## config.mk

```make
export PLATFORM = sky130hd
export DESIGN_NAME = descrambler_64bit
export DESIGN_NICKNAME = d
export VERILOG_FILES = /design/src/rtl/descrambler_64bit.sv
export SDC_FILE = /design/constraint.sdc
export NUM_CORES = 1
export LEC_CHECK = 0
export BUFFER_PORTS_ARGS = -buffer_cell sky130_fd_sc_hd__buf_2
export CORE_MARGIN = 2
export CORE_UTILIZATION = 40
export CTS_CLUSTER_SIZE = 8
export DETAILED_ROUTE_END_ITERATION = 10
export PLACE_DENSITY_LB_ADDON = 0.1
export RECOVER_POWER = 25
export SYNTH_ARGS = -nofsm -noshare
export SYNTH_HDL_FRONTEND = slang
export SYNTH_SLANG_ARGS = --single-unit
```

## constraint.sdc

```tcl
create_clock -name CLK -period 3.8 [get_ports CLK]
set_input_delay 0.38 -clock CLK [delete_from_list [all_inputs] [get_ports CLK]]
set_output_delay 0.38 -clock CLK [all_outputs]
set_load 0.01 [all_outputs]
```

## src/rtl/descrambler_64bit.sv

```systemverilog
// Receive-side 64b/66b self-synchronising descrambler (x^58 + x^39 + 1) with a
// one-deep registered output stage and sync-header block-lock tracking.
module descrambler_64bit #(
   parameter bit          REVERSE  = 1'b0,
   parameter logic [63:0] SEED     = 64'hFFFF_FFFF_FFFF_FFC0,
   parameter int unsigned LOCK_CNT = 64,
   parameter int unsigned BAD_CNT  = 16
) (
   input  logic        CLK,
   input  logic        RST_N,
   input  logic [63:0] s_data,
   input  logic [1:0]  s_hdr,
   input  logic        s_valid,
   output logic        s_ready,
   output logic [63:0] m_data,
   output logic [1:0]  m_hdr,
   output logic        m_hdr_err,
   output logic        m_hist_ok,
   output logic        m_valid,
   input  logic        m_ready,
   output logic        block_lock
);

   typedef enum logic {HUNT, LOCKED} lock_state_t;

   localparam logic [9:0] LOCK_TGT = 10'(LOCK_CNT);
   localparam logic [6:0] BAD_TGT  = 7'(BAD_CNT);

   logic [63:0]  hist_q, hist_d;
   logic         hist_loaded_q, hist_loaded_d;
   logic [63:0]  m_data_q, m_data_d;
   logic [1:0]   m_hdr_q, m_hdr_d;
   logic         m_hdr_err_q, m_hdr_err_d;
   logic         m_hist_ok_q, m_hist_ok_d;
   logic         m_valid_q, m_valid_d;
   lock_state_t  state_q, state_d;
   logic [9:0]   good_cnt_q, good_cnt_d;
   logic [6:0]   bad_cnt_q, bad_cnt_d;
   logic [5:0]   win_cnt_q, win_cnt_d;

   logic [63:0]  d_word;
   logic [127:0] x_bits;
   logic [63:0]  desc_word;
   logic [63:0]  out_word;
   logic         accept;
   logic         hdr_bad;
   logic [9:0]   good_inc;
   logic [6:0]   bad_inc;

   assign s_ready = !m_valid_q || m_ready;
   assign accept  = s_valid && s_ready;
   assign hdr_bad = (s_hdr == 2'b00) || (s_hdr == 2'b11);

   // X = {d, hist}: taps 39 and 58 bits back fall into hist for the low bits of d
   always_comb begin
      d_word    = '0;
      desc_word = '0;
      out_word  = '0;
      for (int k = 0; k < 64; k++) begin
         d_word[k] = REVERSE ? s_data[63-k] : s_data[k];
      end
      x_bits = {d_word, hist_q};
      for (int k = 0; k < 64; k++) begin
         desc_word[k] = x_bits[64+k] ^ x_bits[25+k] ^ x_bits[6+k];
      end
      for (int k = 0; k < 64; k++) begin
         out_word[k] = REVERSE ? desc_word[63-k] : desc_word[k];
      end
   end

   always_comb begin
      hist_d        = hist_q;
      hist_loaded_d = hist_loaded_q;
      m_data_d      = m_data_q;
      m_hdr_d       = m_hdr_q;
      m_hdr_err_d   = m_hdr_err_q;
      m_hist_ok_d   = m_hist_ok_q;
      m_valid_d     = m_valid_q;
      if (accept) begin
         hist_d        = d_word;
         hist_loaded_d = 1'b1;
         m_data_d      = out_word;
         m_hdr_d       = s_hdr;
         m_hdr_err_d   = hdr_bad;
         m_hist_ok_d   = hist_loaded_q;
         m_valid_d     = 1'b1;
      end else if (m_ready) begin
         m_valid_d = 1'b0;
      end
   end

   // Counters stay bounded by the thresholds: each reaching its target clears it
   always_comb begin
      state_d    = state_q;
      good_cnt_d = good_cnt_q;
      bad_cnt_d  = bad_cnt_q;
      win_cnt_d  = win_cnt_q;
      good_inc   = good_cnt_q + 10'd1;
      bad_inc    = bad_cnt_q + {6'd0, hdr_bad};
      if (accept) begin
         case (state_q)
            HUNT: begin
               if (hdr_bad) begin
                  good_cnt_d = '0;
               end else if (good_inc >= LOCK_TGT) begin
                  state_d    = LOCKED;
                  good_cnt_d = '0;
                  bad_cnt_d  = '0;
                  win_cnt_d  = '0;
               end else begin
                  good_cnt_d = good_inc;
               end
            end
            LOCKED: begin
               win_cnt_d = win_cnt_q + 6'd1;
               if (bad_inc >= BAD_TGT) begin
                  state_d    = HUNT;
                  good_cnt_d = '0;
                  bad_cnt_d  = '0;
                  win_cnt_d  = '0;
               end else if (win_cnt_q == 6'd63) begin
                  bad_cnt_d = '0;
               end else begin
                  bad_cnt_d = bad_inc;
               end
            end
            default: state_d = HUNT;
         endcase
      end
   end

   always_ff @(posedge CLK or negedge RST_N) begin
      if (!RST_N) begin
         hist_q        <= SEED;
         hist_loaded_q <= 1'b0;
         m_data_q      <= '0;
         m_hdr_q       <= '0;
         m_hdr_err_q   <= 1'b0;
         m_hist_ok_q   <= 1'b0;
         m_valid_q     <= 1'b0;
         state_q       <= HUNT;
         good_cnt_q    <= '0;
         bad_cnt_q     <= '0;
         win_cnt_q     <= '0;
      end else begin
         hist_q        <= hist_d;
         hist_loaded_q <= hist_loaded_d;
         m_data_q      <= m_data_d;
         m_hdr_q       <= m_hdr_d;
         m_hdr_err_q   <= m_hdr_err_d;
         m_hist_ok_q   <= m_hist_ok_d;
         m_valid_q     <= m_valid_d;
         state_q       <= state_d;
         good_cnt_q    <= good_cnt_d;
         bad_cnt_q     <= bad_cnt_d;
         win_cnt_q     <= win_cnt_d;
      end
   end

   assign m_data     = m_data_q;
   assign m_hdr      = m_hdr_q;
   assign m_hdr_err  = m_hdr_err_q;
   assign m_hist_ok  = m_hist_ok_q;
   assign m_valid    = m_valid_q;
   assign block_lock = (state_q == LOCKED);

endmodule

```

==> reports/metrics.yaml <==
synth-edff-count: 0
wl_per_cell_um: 14.8
viasPerCell: 4.76
instances_no_fill: 1120
placementRows: 49
maxSlewViolCount: 101
dp.cells: 1088
antenna_found_initial: 2
fin_crit_ns: 2.44
fin_area_um2: 8670
yosysTopAreaCell: "dfrtp_1"
start_util_pct: 40.5
grt_pass1_vias: 5419
maxSlewHeadroom_pct: -70.0
first_pass_iters: 5
ant_nets: 0
numPortBuffers: 140
cts_tree: "done"
power.density_nw_per_um2: 554
cp_cell_sequence: "buf_2 -> xor2_1 -> inv_1 -> ha_1 -> ha_1 -> and3_1 -> or4b_1 -> nand3_1 -> a31oi_1 -> o22ai_1"
synthFlopType: "dfrtp_1"
yosys-top-cells-area: "dfrtp_1, dfstp_2, nand2_1, xor2_1, xnor2_1"
grt_max_degree: 102
die_w_um: 138
ff2ff_path_depth: 7
hold_viol: 0
synthToLayoutAreaGrowth_pct: 20.5
setup_tns_ns: 0
crit_fanout: 11
fin_ws_ns: 1.36
dp_slack_ns: 0.968
path_clk_slew_ns: 0.06
coreArea_um2: 17800
ys_types: 43
cpMostUsedCell: "ha_1"
rsz0062_at_grt: "false"
irDropWorstVdd_mv: 0.312
startpoint_type: "input pin"
violations: "capacitance limit, slew limit"
antenna_cells: 0
max_cap_violations: 1
nFillCells: 1724
ys_warn_count: 0
finalClockSkew_ns: 0.00795
gp_congestion: 0.853
finalCritPeriodShare_pct: 64.2
route.final.wire_length_um: 16600
cts.sinks: 152
crit_arrival_ns: 2.76
hold_buffers: 0
cp_slowest_stage_delay_ns: 0.54
hp-class: "input pin to flip-flop"
rr_startpoint: "bad_cnt_q[0]"
drive_gt1_share_pct: 27.4
post_cts_resize_count: 0
endpoint_kind: "flip-flop"
grt_pass1_wl_um: 27800
worst_pin_slew_ns: 2.55
r2r_end: "good_cnt_q[3]"
cp-startpoint: "s_hdr[1]"
numCtsBuffers: 17
syn_area_um2: 7190
seq_area_frac_synth_pct: 53.9
die_h_um: 138
cts_buffer_depth: 2
worstPathRequired_ns: 4.13
num_vias: 5328
holdWs_ns: 0.168
drc: 0
p_leak_nw: 4.18
grt_overflow: 0
clockRootBuffer: "clkbuf_16"
grt_usage_pct: 18.0
drt_iter0_markers: 294
post_cts_buffers: 0
async_flop_share_pct: 100
yosys_register_bits: 152
fin_nets: 953
crit_type: "input pin to flip-flop"
h-tree-depth: 4
ios: 141
cp_slowest_cell: "or4b_1"
clock.fmax_mhz: 410
avgSynthCellArea_um2: 9.67
clk_latency_ns: 0.42
syn_nets: 819
status: "finished, violations left"
hpwl_um: 11700
postPlaceCellArea_um2: 8130
worstSetupEndpoint: "good_cnt_q[3]"
rrSetupSlack_ns: 1.51
synthCells: 744
die-area_um2: 19100
synth_top_area_share_pct: 32.7
finalSetupViolCount: 0
-- layer usage --
layer | share of wire [%] | vias up | track usage (%) | wire length, um
met4 | 1.4 | 4 | 5.64 | 227
met2 | 48 | 120 | 29.2 | 7960
met5 | 0.13 | - | 0 | 21
met1 | 46 | 2513 | 24.4 | 7680
met3 | 4.3 | 21 | 3.95 | 720
li1 | - | 2670 | - | -
-- synthesized netlist by cell type (2+ instances only) --
| cell type | number |
|---|---|
| mux2i_1 | 3 |
| nor2_1 | 6 |
| a31oi_1 | 8 |
| o2111ai_1 | 2 |
| nand4_1 | 6 |
| buf_2 | 8 |
| clkbuf_1 | 21 |
| xnor2_1 | 64 |
| o21ai_0 | 66 |
| o21ai_1 | 6 |
| dfstp_2 | 58 |
| and2_1 | 6 |
| and3_1 | 8 |
| a21oi_1 | 4 |
| nor3_1 | 2 |
| mux2_2 | 2 |
| a41oi_1 | 2 |
| inv_1 | 13 |
| nand3_1 | 10 |
| ha_1 | 5 |
| nand2_1 | 254 |
| o211ai_1 | 3 |
| nand2b_1 | 6 |
| and2b_1 | 3 |
| o22ai_1 | 3 |
| dfrtp_1 | 94 |
| xor2_1 | 65 |
-- cell type report --
cell class,instances,area [um2],share of cell area (%)
multi-input cells,549,3150,36.3
repair buffers,145,763,8.80
clock buffers,19,443,5.11
well taps,229,287,3.30
clock inverters,13,105,1.21
inverters,13,48.8,0.563
flip-flops and latches,152,3880,44.7
-- report_power, final --
group | internal, mW | total [mW] | switching (mW)
Combinational | 0.459 | 1.03 | 0.566
Clock | 0.911 | 1.58 | 0.669
Sequential | 1.98 | 2.20 | 0.218
-- cell usage in the layout (no fill, tap or decap), drive strengths merged, types with 2 or more instances in the layout --
cell type,count
xor2,65
mux2,2
nor2,6
clkbuf,20
o21ai,72
buf,144
and2b,3
clkinvlp,3
nand2,254
o22ai,3
o211ai,3
a21oi,4
nor3,2
and4,2
ha,5
nand3,11
xnor2,64
a41oi,2
inv,14
dfrtp,94
nand4,7
mux2i,3
and2,6
and3,8
clkinv,8
o2111ai,2
dfstp,58
nand2b,6
a31oi,8
-- per-stage QoR --
step | power, mW | util [%]
finish | 4.81 | 48.8
global route | 5.10 | 48.8
CTS | 4.88 | 48.8
detailed placement | 3.28 | 45.7
global placement | 3.24 | 45.7
floorplan | 2.83 | -
-- critical path: cells and delay by family --
| kind | cells | cell delay, ns |
|---|---|---|
| and+or+nand+nor | 3 | 1.08 |
| adders and majority gates | 2 | 0.46 |
| xor gates and xnor gates | 1 | 0.33 |
| AOI/OAI and AO/OA | 2 | 0.28 |
| buffers and inverters | 2 | 0.24 |
-- cells by family after synthesis --
family / share of synthesized area [%]
flops: 53.9
mux: 0.731
xor+xnor: 15.7
simple gates: 18.2
buf+inv: 2.49
compound gates: 8.16
fa+ha+maj: 0.870
-- flip-flops by register name, indices dropped and copies added (netlist names) --
signal and flops:
bad_cnt_q 7, hist_q 58, m_hdr 2, m_hist_ok 1, m_valid 1, block_lock 1
good_cnt_q 10, win_cnt_q 6, m_hdr_err 1, hist_loaded_q 1, m_data 64
-- worst min path at each step --
stage / cells past startpoint / slack [ns] / end / startpoint
6_report: 3 / 0.17 / hist_q[57] / s_data[57]
5_1_grt: 3 / 0.17 / hist_q[35] / s_data[35]
4_1_cts: 1 / 0.12 / m_data[59] / RST_N
3_5_place_dp: 2 / 0.45 / m_hist_ok / hist_loaded_q
3_3_place_gp: 1 / 0.45 / hist_loaded_q / hist_loaded_q
2_1_floorplan: 0 / 0.08 / bad_cnt_q[0] / RST_N
No activity file was read; power rests on OpenSTA's default activity.
